**src/rtl/instruction_decode_hs.sv**
```systemverilog
// -----------------------------------------------------------------------------
// instruction_decode_hs
// RV32I decode stage between fetch and execute. Valid/ready handshake on both
// sides, single registered ID/EX slot, internal register file with optional
// WB-to-ID bypass, multi-cycle load-use stall and operand refresh while the
// slot is held by downstream back-pressure.
//
// Ports
//   clk_i, rst_i          clock (rising edge), asynchronous active-high reset
//   if_valid_i/if_ready_o fetch handshake; instr_i, pc_i offered instruction
//   flush_i               kill the slot and the offered instruction
//   ex_ready_i            execute consumes the slot this cycle
//   id_valid_o            slot holds a real instruction
//   rs1_data_o/rs2_data_o register operands of the slot instruction
//   imm_o, pc_o           immediate and pc of the slot instruction
//   rd_o, rs1_o, rs2_o    register labels, funct3_o funct3 field
//   ctrl_o                {ld_st_fwd,uncond_br,alu_op[3:0],wb_sel[1:0],
//                          is_load,is_store,is_branch,rs2_imm_sel,rs1_pc_sel,reg_we}
//   ex_is_load_i, ex_rd_i instruction currently in EX (load-use detection)
//   wb_we_i, wb_rd_i, wb_data_i  writeback port into the register file
//
// alu_op: 0 ADD 1 SUB 2 SLL 3 SLT 4 SLTU 5 XOR 6 SRL 7 SRA 8 OR 9 AND 10 PASSB
// wb_sel: 0 ALU result, 1 load data, 2 pc+4
// -----------------------------------------------------------------------------
module instruction_decode_hs #(
    parameter int unsigned       XLEN           = 32,
    parameter int unsigned       REG_COUNT      = 32,
    parameter int unsigned       LOAD_USE_STALL = 1,
    parameter int unsigned       WB_BYPASS      = 1,
    parameter logic [XLEN-1:0]   RESET_PC       = {XLEN{1'b1}} << 2,
    localparam int unsigned      LW             = $clog2(REG_COUNT)
) (
    input  logic            clk_i,
    input  logic            rst_i,
    input  logic            if_valid_i,
    output logic            if_ready_o,
    input  logic [31:0]     instr_i,
    input  logic [XLEN-1:0] pc_i,
    input  logic            flush_i,
    input  logic            ex_ready_i,
    output logic            id_valid_o,
    output logic [XLEN-1:0] rs1_data_o,
    output logic [XLEN-1:0] rs2_data_o,
    output logic [XLEN-1:0] imm_o,
    output logic [XLEN-1:0] pc_o,
    output logic [LW-1:0]   rd_o,
    output logic [LW-1:0]   rs1_o,
    output logic [LW-1:0]   rs2_o,
    output logic [2:0]      funct3_o,
    output logic [13:0]     ctrl_o,
    input  logic            ex_is_load_i,
    input  logic [LW-1:0]   ex_rd_i,
    input  logic            wb_we_i,
    input  logic [LW-1:0]   wb_rd_i,
    input  logic [XLEN-1:0] wb_data_i
);

    localparam int unsigned CW = 3;

    localparam logic [6:0] OP_LUI    = 7'b0110111;
    localparam logic [6:0] OP_AUIPC  = 7'b0010111;
    localparam logic [6:0] OP_JAL    = 7'b1101111;
    localparam logic [6:0] OP_JALR   = 7'b1100111;
    localparam logic [6:0] OP_BRANCH = 7'b1100011;
    localparam logic [6:0] OP_LOAD   = 7'b0000011;
    localparam logic [6:0] OP_STORE  = 7'b0100011;
    localparam logic [6:0] OP_IMM    = 7'b0010011;
    localparam logic [6:0] OP_REG    = 7'b0110011;

    localparam logic [3:0] ALU_ADD   = 4'd0;
    localparam logic [3:0] ALU_SUB   = 4'd1;
    localparam logic [3:0] ALU_SLL   = 4'd2;
    localparam logic [3:0] ALU_SLT   = 4'd3;
    localparam logic [3:0] ALU_SLTU  = 4'd4;
    localparam logic [3:0] ALU_XOR   = 4'd5;
    localparam logic [3:0] ALU_SRL   = 4'd6;
    localparam logic [3:0] ALU_SRA   = 4'd7;
    localparam logic [3:0] ALU_OR    = 4'd8;
    localparam logic [3:0] ALU_AND   = 4'd9;
    localparam logic [3:0] ALU_PASSB = 4'd10;

    localparam logic [1:0] WB_ALU = 2'd0;
    localparam logic [1:0] WB_MEM = 2'd1;
    localparam logic [1:0] WB_PC4 = 2'd2;

    // Stall length is held in a 3-bit counter.
    if (LOAD_USE_STALL == 0 || LOAD_USE_STALL > 7) begin : g_bad_stall
        $error("LOAD_USE_STALL must be in 1..7");
    end

    // ---------------------------------------------------------------- state
    logic [XLEN-1:0] r_rf [REG_COUNT];
    logic            r_valid;
    logic [XLEN-1:0] r_rs1_data, r_rs2_data, r_imm, r_pc;
    logic [LW-1:0]   r_rd, r_rs1, r_rs2;
    logic [2:0]      r_funct3;
    logic [13:0]     r_ctrl;
    logic [CW-1:0]   r_cnt;

    // ---------------------------------------------------------------- wires
    logic [6:0]      w_opcode;
    logic [2:0]      w_funct3;
    logic [LW-1:0]   w_rd, w_rs1, w_rs2;
    logic [XLEN-1:0] w_imm;
    logic [3:0]      w_alu_op;
    logic [1:0]      w_wb_sel;
    logic            w_is_load, w_is_store, w_is_branch, w_uncond_br;
    logic            w_rs2_imm_sel, w_rs1_pc_sel, w_reg_we, w_ld_st_fwd;
    logic [13:0]     w_ctrl;
    logic [XLEN-1:0] w_rs1_data, w_rs2_data;
    logic            w_wb_hit;
    logic            w_adv, w_hazard, w_ex_match1, w_ex_match2;

    logic            w_nxt_valid;
    logic [XLEN-1:0] w_nxt_rs1_data, w_nxt_rs2_data, w_nxt_imm, w_nxt_pc;
    logic [LW-1:0]   w_nxt_rd, w_nxt_rs1, w_nxt_rs2;
    logic [2:0]      w_nxt_funct3;
    logic [13:0]     w_nxt_ctrl;
    logic [CW-1:0]   w_nxt_cnt;

    assign w_opcode = instr_i[6:0];
    assign w_funct3 = instr_i[14:12];
    assign w_rd     = LW'(instr_i[11:7]);
    assign w_rs1    = LW'(instr_i[19:15]);
    assign w_rs2    = LW'(instr_i[24:20]);

    // Control decode
    always_comb begin
        w_alu_op      = ALU_ADD;
        w_wb_sel      = WB_ALU;
        w_is_load     = 1'b0;
        w_is_store    = 1'b0;
        w_is_branch   = 1'b0;
        w_uncond_br   = 1'b0;
        w_rs2_imm_sel = 1'b0;
        w_rs1_pc_sel  = 1'b0;
        w_reg_we      = 1'b0;
        unique case (w_opcode)
            OP_LUI: begin
                w_alu_op      = ALU_PASSB;
                w_rs2_imm_sel = 1'b1;
                w_reg_we      = 1'b1;
            end
            OP_AUIPC: begin
                w_rs1_pc_sel  = 1'b1;
                w_rs2_imm_sel = 1'b1;
                w_reg_we      = 1'b1;
            end
            OP_JAL: begin
                w_uncond_br   = 1'b1;
                w_wb_sel      = WB_PC4;
                w_rs1_pc_sel  = 1'b1;
                w_rs2_imm_sel = 1'b1;
                w_reg_we      = 1'b1;
            end
            OP_JALR: begin
                w_uncond_br   = 1'b1;
                w_wb_sel      = WB_PC4;
                w_rs2_imm_sel = 1'b1;
                w_reg_we      = 1'b1;
            end
            OP_BRANCH: begin
                w_is_branch   = 1'b1;
                w_alu_op      = ALU_SUB;
            end
            OP_LOAD: begin
                w_is_load     = 1'b1;
                w_wb_sel      = WB_MEM;
                w_rs2_imm_sel = 1'b1;
                w_reg_we      = 1'b1;
            end
            OP_STORE: begin
                w_is_store    = 1'b1;
                w_rs2_imm_sel = 1'b1;
            end
            OP_IMM, OP_REG: begin
                w_rs2_imm_sel = (w_opcode == OP_IMM);
                w_reg_we      = 1'b1;
                unique case (w_funct3)
                    3'd0: w_alu_op = (w_opcode == OP_REG && instr_i[30]) ? ALU_SUB : ALU_ADD;
                    3'd1: w_alu_op = ALU_SLL;
                    3'd2: w_alu_op = ALU_SLT;
                    3'd3: w_alu_op = ALU_SLTU;
                    3'd4: w_alu_op = ALU_XOR;
                    3'd5: w_alu_op = instr_i[30] ? ALU_SRA : ALU_SRL;
                    3'd6: w_alu_op = ALU_OR;
                    default: w_alu_op = ALU_AND;
                endcase
            end
            default: ;
        endcase
    end

    // Immediate generation, sign-extended to XLEN
    always_comb begin
        w_imm = '0;
        unique case (w_opcode)
            OP_LUI, OP_AUIPC:
                w_imm = XLEN'($signed({instr_i[31:12], 12'b0}));
            OP_JAL:
                w_imm = XLEN'($signed({instr_i[31], instr_i[19:12], instr_i[20],
                                       instr_i[30:21], 1'b0}));
            OP_BRANCH:
                w_imm = XLEN'($signed({instr_i[31], instr_i[7], instr_i[30:25],
                                       instr_i[11:8], 1'b0}));
            OP_STORE:
                w_imm = XLEN'($signed({instr_i[31:25], instr_i[11:7]}));
            OP_JALR, OP_LOAD, OP_IMM:
                w_imm = XLEN'($signed(instr_i[31:20]));
            default: w_imm = '0;
        endcase
    end

    // Load-use detection; a store that only needs the load result as store data
    // is not stalled but flagged so EX/MEM can forward it.
    assign w_ex_match1 = ex_is_load_i && (ex_rd_i != '0) && (w_rs1 == ex_rd_i);
    assign w_ex_match2 = ex_is_load_i && (ex_rd_i != '0) && (w_rs2 == ex_rd_i);
    assign w_hazard    = if_valid_i && (w_ex_match1 || (w_ex_match2 && !w_is_store));
    assign w_ld_st_fwd = w_is_store && w_ex_match2;

    assign w_ctrl = {w_ld_st_fwd, w_uncond_br, w_alu_op, w_wb_sel, w_is_load,
                     w_is_store, w_is_branch, w_rs2_imm_sel, w_rs1_pc_sel, w_reg_we};

    // Register-file read with optional same-cycle writeback bypass
    assign w_wb_hit = wb_we_i && (wb_rd_i != '0);

    always_comb begin
        w_rs1_data = (w_rs1 == '0) ? '0 : r_rf[w_rs1];
        w_rs2_data = (w_rs2 == '0) ? '0 : r_rf[w_rs2];
        if (WB_BYPASS != 0 && w_wb_hit && wb_rd_i == w_rs1) w_rs1_data = wb_data_i;
        if (WB_BYPASS != 0 && w_wb_hit && wb_rd_i == w_rs2) w_rs2_data = wb_data_i;
    end

    // Handshake
    assign w_adv      = !r_valid || ex_ready_i;
    assign if_ready_o = flush_i || (w_adv && (r_cnt == '0) && !w_hazard);

    // Slot next-state: flush > hold > stall countdown > new hazard > load > bubble
    always_comb begin
        w_nxt_valid    = r_valid;
        w_nxt_rs1_data = r_rs1_data;
        w_nxt_rs2_data = r_rs2_data;
        w_nxt_imm      = r_imm;
        w_nxt_pc       = r_pc;
        w_nxt_rd       = r_rd;
        w_nxt_rs1      = r_rs1;
        w_nxt_rs2      = r_rs2;
        w_nxt_funct3   = r_funct3;
        w_nxt_ctrl     = r_ctrl;
        w_nxt_cnt      = r_cnt;
        if (flush_i) begin
            w_nxt_valid = 1'b0;
            w_nxt_ctrl  = '0;
            w_nxt_pc    = RESET_PC;
            w_nxt_cnt   = '0;
        end else if (!w_adv) begin
            // Held slot tracks writebacks so EX sees current operands on release
            if (w_wb_hit && wb_rd_i == r_rs1) w_nxt_rs1_data = wb_data_i;
            if (w_wb_hit && wb_rd_i == r_rs2) w_nxt_rs2_data = wb_data_i;
        end else if (r_cnt != '0) begin
            w_nxt_valid = 1'b0;
            w_nxt_ctrl  = '0;
            w_nxt_pc    = RESET_PC;
            w_nxt_cnt   = r_cnt - CW'(1);
        end else if (w_hazard) begin
            w_nxt_valid = 1'b0;
            w_nxt_ctrl  = '0;
            w_nxt_pc    = RESET_PC;
            w_nxt_cnt   = CW'(LOAD_USE_STALL - 1);
        end else if (if_valid_i) begin
            w_nxt_valid    = 1'b1;
            w_nxt_rs1_data = w_rs1_data;
            w_nxt_rs2_data = w_rs2_data;
            w_nxt_imm      = w_imm;
            w_nxt_pc       = pc_i;
            w_nxt_rd       = w_rd;
            w_nxt_rs1      = w_rs1;
            w_nxt_rs2      = w_rs2;
            w_nxt_funct3   = w_funct3;
            w_nxt_ctrl     = w_ctrl;
        end else begin
            w_nxt_valid = 1'b0;
            w_nxt_ctrl  = '0;
            w_nxt_pc    = RESET_PC;
        end
    end

    // ID/EX slot and stall counter
    always_ff @(posedge clk_i or posedge rst_i) begin
        if (rst_i) begin
            r_valid    <= 1'b0;
            r_rs1_data <= '0;
            r_rs2_data <= '0;
            r_imm      <= '0;
            r_pc       <= RESET_PC;
            r_rd       <= '0;
            r_rs1      <= '0;
            r_rs2      <= '0;
            r_funct3   <= '0;
            r_ctrl     <= '0;
            r_cnt      <= '0;
        end else begin
            r_valid    <= w_nxt_valid;
            r_rs1_data <= w_nxt_rs1_data;
            r_rs2_data <= w_nxt_rs2_data;
            r_imm      <= w_nxt_imm;
            r_pc       <= w_nxt_pc;
            r_rd       <= w_nxt_rd;
            r_rs1      <= w_nxt_rs1;
            r_rs2      <= w_nxt_rs2;
            r_funct3   <= w_nxt_funct3;
            r_ctrl     <= w_nxt_ctrl;
            r_cnt      <= w_nxt_cnt;
        end
    end

    // Register file; x0 is never written
    always_ff @(posedge clk_i or posedge rst_i) begin
        if (rst_i) begin
            for (int i = 0; i < int'(REG_COUNT); i++) r_rf[i] <= '0;
        end else if (w_wb_hit) begin
            r_rf[wb_rd_i] <= wb_data_i;
        end
    end

    assign id_valid_o = r_valid;
    assign rs1_data_o = r_rs1_data;
    assign rs2_data_o = r_rs2_data;
    assign imm_o      = r_imm;
    assign pc_o       = r_pc;
    assign rd_o       = r_rd;
    assign rs1_o      = r_rs1;
    assign rs2_o      = r_rs2;
    assign funct3_o   = r_funct3;
    assign ctrl_o     = r_ctrl;

endmodule

```
**config.mk**
```make
export PLATFORM = sky130hd
export DESIGN_NAME = instruction_decode_hs
export DESIGN_NICKNAME = d
export VERILOG_FILES = /design/src/rtl/instruction_decode_hs.sv
export SDC_FILE = /design/constraint.sdc
export NUM_CORES = 2
export LEC_CHECK = 0
export CORE_ASPECT_RATIO = 0.5
export CORE_MARGIN = 1
export CORE_UTILIZATION = 55
export DETAILED_ROUTE_END_ITERATION = 10
export GPL_TIMING_DRIVEN = 1
export PLACE_DENSITY = 0.86
export RECOVER_POWER = 25
export SLEW_MARGIN = 20
export SYNTH_ARGS = -nofsm -noshare
export SYNTH_HDL_FRONTEND = slang
export SYNTH_SLANG_ARGS = --single-unit
```
**constraint.sdc**
```tcl
create_clock -name clk_i -period 39.8 [get_ports clk_i]
set_input_delay 5.97 -clock clk_i [delete_from_list [all_inputs] [get_ports clk_i]]
set_output_delay 5.97 -clock clk_i [all_outputs]
set_load 0.02 [all_outputs]
```
---- Yosys cells after proc, flatten, opt, wreduce, memory -nomap -nowiden ----
Cells that the tools add are included.
storage, ports and cells
  memories kept ........................... 0
  input bits .............................. 113
  word-level logic and storage cells ...... 176
  bits in latches ......................... 0
  ROM bits ................................ 0
  memory bits (writable) .................. 0
  output and inout bits ................... 162
  register bits ........................... 1188
cells by class
  mux-type cells .......................... 55
  reductions and logical operators ........ 43
  bitwise logic cells ..................... 6
  eq/ne operators ......................... 24
  order comparisons ....................... 4
  shift operators ......................... 0
  multiply operators ...................... 0
  $add $sub $neg .......................... 1
  divide/modulo/power cells ............... 0
operators with widths
  kind                                                              number
  1024-bit bitwise mux                                              1
  32-bit two-way mux                                                24
  32-bit binary-select mux with 5-bit select                        2
  32-bit demux with 5-bit select                                    1
  32-bit case mux with 5 select lines                               1
  14-bit two-way mux                                                5
  5-bit == test                                                     6
  4-bit case mux with 7 select lines                                1
  7-bit by 6-bit == test with 1-bit output (second input constant)  3
  7-bit == test (second input constant)                             3
  6-bit greater-or-equal comparator (second input constant)         3
  5-bit NOT with 6-bit output                                       3
  1-bit logical AND                                                 15
  5-bit AND reduction                                               3
  7-bit by 5-bit == test with 1-bit output (second input constant)  2
  1-bit two-way mux                                                 13
  3-bit two-way mux                                                 4
  4-bit case mux with 3 select lines                                1
  5-bit logical NOT                                                 2
  5-bit nonzero test                                                2
  3-bit == test (second input constant)                             3
  2-bit OR reduction                                                4
  7-bit by 2-bit == test with 1-bit output (second input constant)  1
  7-bit OR reduction                                                1
  16 further kinds                                                  29

---- Logic depth before layout (Yosys ltp) ----
  depth in word-level cells ............... 10
  mapped depth ............................ 11
  depth with buffers taken out ............ 7

---- Worst setup path after synthesis ----
Ideal clock, no wire load.
  path kind ............................... input to output
  start ................................... in instr_i[3]
  end ..................................... out if_ready_o
  data required time ...................... 33.830 ns
  arrival ................................. 7.313 ns
  stages .................................. 6
  buffers on the path ..................... 1
  setup slack ............................. 26.517 ns
  cells stage by stage .................... buf_2 nand4bb_1 nor3_1 nor3_2 o21ai_0 a21o_1
between the ends
  cells in the longest elaborated chain, start to end .. 9
ends and longest elaborated chain
  what                                      line  RTL
  start, declared                           37    input logic [31:0] instr_i,
  7-bit by 6-bit == test with 1-bit output  138   unique case (w_opcode)
  1-bit two-way mux                         138
  1-bit logical NOT                         218   assign w_hazard = if_valid_i && (w_ex_match1 || (w_ex_match2 && !w_is_store));
  1-bit logical AND                         218
  1-bit logical OR                          218
  1-bit logical AND                         218
  1-bit logical NOT                         236   assign if_ready_o = flush_i || (w_adv && (r_cnt == '0) && !w_hazard);
  1-bit logical AND                         236
  1-bit logical OR                          236
  end, declared                             36    output logic if_ready_o,
No other way between the ends.

==> impl_metrics.env <==
export IMPL_fmax_mhz=56.6
export IMPL_cp_end_kind="asynchronous set/reset pin"
export IMPL_reg2reg_depth=10
export IMPL_whs_ns=0.401
export IMPL_reg2reg_to="rs1_data_o[15]"
export IMPL_maxCapViolCount=7
export IMPL_die_h_um=238
export IMPL_initial_core_util_pct=55.6
export IMPL_worst_skew_pair_late_latency_ns=0.76
export IMPL_ir_drop_mv=0.0367
export IMPL_dr_total_vias=44300
export IMPL_routed_wl_um=204000
export IMPL_finalMaxSlewViolations=606
export IMPL_clock_sinks=1187
export IMPL_worst_ep_required_time_ns=38.33
export IMPL_die_area_sq_um=113000
export IMPL_synthCells=4469
export IMPL_cp_cell_sequence="dlygate4sd3_1 -> clkinvlp_2 -> clkbuf_1"
export IMPL_root_buffer="clkbuf_16"
export IMPL_ys_top_cells_by_area="dfrtp_1 (47%), mux2_2 (20%), mux4_2 (14%), mux2i_1 (4.5%), clkbuf_1 (1.9%)"
export IMPL_synthArstFlopShare_pct=100
export IMPL_crit_path_start="rst_i"
export IMPL_fin_nets=4573
export IMPL_status="finished, violations left"
export IMPL_fin_crit_sh_pct=44.4
export IMPL_layout_min_cycle_time_ns=17.66
export IMPL_synth_top_area_share_pct=47.1
export IMPL_drc_errors=0
export IMPL_netlist_top_cell_by_area="dfrtp_1"
export IMPL_ant_nets=0
export IMPL_worst_hold_path_type="flip-flop to flip-flop"
export IMPL_syn_area_per_cell_sq_um=13.7
export IMPL_hold_buffers=0
export IMPL_post_cts_buffers=0
export IMPL_cts_made_buffers=107
export IMPL_slew_limit_headroom_pct=-513
export IMPL_ys_warn_count=0
export IMPL_gp_congestion=0.895
export IMPL_p_leak_nw=29.5
export IMPL_num_fill_cells=7761
export IMPL_drive_gt1_share_pct=40.1
export IMPL_grt_use_total_pct=36.3
export IMPL_final_setup_tns_ns=0
export IMPL_critPathKind="input pin to asynchronous set/reset pin"
export IMPL_via_per_inst=7.32
export IMPL_hp_start="r_rf[999]"
export IMPL_utilization_pct=62.3
export IMPL_rows=86
export IMPL_worst_hold_path_endpoint="r_rf[999]"
export IMPL_grt_pass1_vias=45600
export IMPL_grt_max_degree=179
export IMPL_ctsLongestPathBuffers=3
export IMPL_synth_cell_type_count=61
export IMPL_finClkSkew_ns=0.0286
export IMPL_hold_violations=0
export IMPL_startpoint_type="input pin"
export IMPL_worst_slack_ns=22.14
export IMPL_core_area_sq_um=110000
export IMPL_slowest_stage="clkbuf_1"
export IMPL_wl_per_cell_um=33.7
export IMPL_dp_slack_ns=25.02
export IMPL_syn_area_sq_um=61400
export IMPL_instances_no_fill=6056
export IMPL_port_buffers=274
export IMPL_pwr_density_cell_nw_per_um2=49.8
export IMPL_ios=275
export IMPL_die_w_um=475
export IMPL_violations="max-capacitance violations, max-slew violations"
export IMPL_synth_seq_cells=1187
export IMPL_layout_commonest_cell="dfrtp_1"
export IMPL_htree_levels=3
export IMPL_gr_total_overflow=0
export IMPL_grt_setup_unrepaired="false"
export IMPL_hold_depth=0
export IMPL_worstPathBufferInverterCount=3
export IMPL_synthToLayoutAreaGrowth_pct=12.0
export IMPL_grt_pass1_wl_um=300000
export IMPL_cts_resized_gates=0
export IMPL_antenna_found_initial=14
export IMPL_rrSetupSlack_ns=35.43
export IMPL_finalSetupViolCount=0
export IMPL_path_delay_family="buffers and inverters"
export IMPL_ys_flop_type="dfrtp_1"
export IMPL_drtPass1Iterations=10
export IMPL_layout_common_cells="dfrtp_1 (1157), mux2_2 (1064), mux4_2 (374)"
export IMPL_path_clk_slew_ns=0.06
export IMPL_critPathMaxStageDelay_ns=6.65
export IMPL_worstMarginPinSlew_ns=9.20
export IMPL_synth_edf_count=0
export IMPL_r2r_start="r_cnt[0]"
export IMPL_dr_first_iter_drc_count=7096
export IMPL_synth_nets=4584
export IMPL_yosysSeqAreaShare_pct=48.4
export IMPL_cts_tree="yes"
export IMPL_worstPathMaxFanout=178
export IMPL_worstPathArrival_ns=16.19
export IMPL_hpwl_um=115000
export IMPL_place_inst=5841
worst max path at each step:
stage / to / cells past startpoint
final: rs1_data_o[31] / 3
after global routing: r_rf[822] / 3
after CTS: if_ready_o / 7
after detailed placement: if_ready_o / 7
after global placement: if_ready_o / 8
after floorplan: ctrl_o[0] / 1
layout make-up:
type	instances	area [sq um]	share of cell area, %
multi-input cells	2782	29900	43.5
diodes	10	25.0	0.0364
well taps	1496	1870	2.72
clock buffers	154	3080	4.47
clock inverters	47	618	0.899
repair buffers	375	3520	5.11
flip-flops and latches	1187	29700	43.2
inverters	5	20.0	0.0291
flip-flops by register name (all words and copies together) (netlist names), 3 cells and up:
register,count
rs1_data_o,32
rd_o,5
rs2_o,5
pc_o,32
r_cnt,3
rs2_data_o,32
rs1_o,5
r_rf,1024
ctrl_o,13
funct3_o,3
imm_o,32
Yosys cell counts (all sizes together), types with 11 or more instances:
library cell     n
a211oi          52
a21oi          167
a221oi          36
a22o            20
a22oi           74
a31oi           58
a32o            11
and2            11
buf            185
clkbuf         310
dfrtp         1157
dfstp           30
mux2          1064
mux2i          278
mux4           374
nand2          259
nand3           32
nor2            41
o21ai           42
o221ai          56
o22a            30
o22ai           59
xnor2           22
through the flow:
step	instance area [sq um]	power, mW
2_1_floorplan	61400	2.08
3_3_place_gp	65100	2.26
3_5_place_dp	65100	2.31
4_1_cts	68800	3.41
5_1_grt	68800	3.54
6_report	68800	3.43
logic make-up (layout without fill, tap and decap cells):
family / count (synthesis) / after routing / synth area share (%)
and+or+nand+nor: 396 / 396 / 2.84
buffers and inverters: 500 / 581 / 3.40
adders and majority gates: 2 / 2 / 0.0407
muxes: 1716 / 1716 / 37.7
xor gates and xnor gates: 30 / 30 / 0.428
DFF: 1187 / 1187 / 48.4
AOI/OAI and AO/OA: 638 / 638 / 7.13
other: 0 / 10 / 0
report_power, final:
part / leakage [nW] / switching, mW / internal (mW)
combinational: 12.6 / 0.323 / 0.398
clock: 1.81 / 0.489 / 0.613
sequential: 15.1 / 0.177 / 1.42
per-layer routing:
metal | routed length, um | vias up | track usage [%]
li1 | - | 17000 | -
met1 | 72600 | 22700 | 46.9
met2 | 87600 | 3716 | 52.2
met3 | 31000 | 876 | 14.5
met4 | 12800 | 8 | 20.4
met5 | 54 | - | 0
No activity file was read; power rests on OpenSTA's default activity.
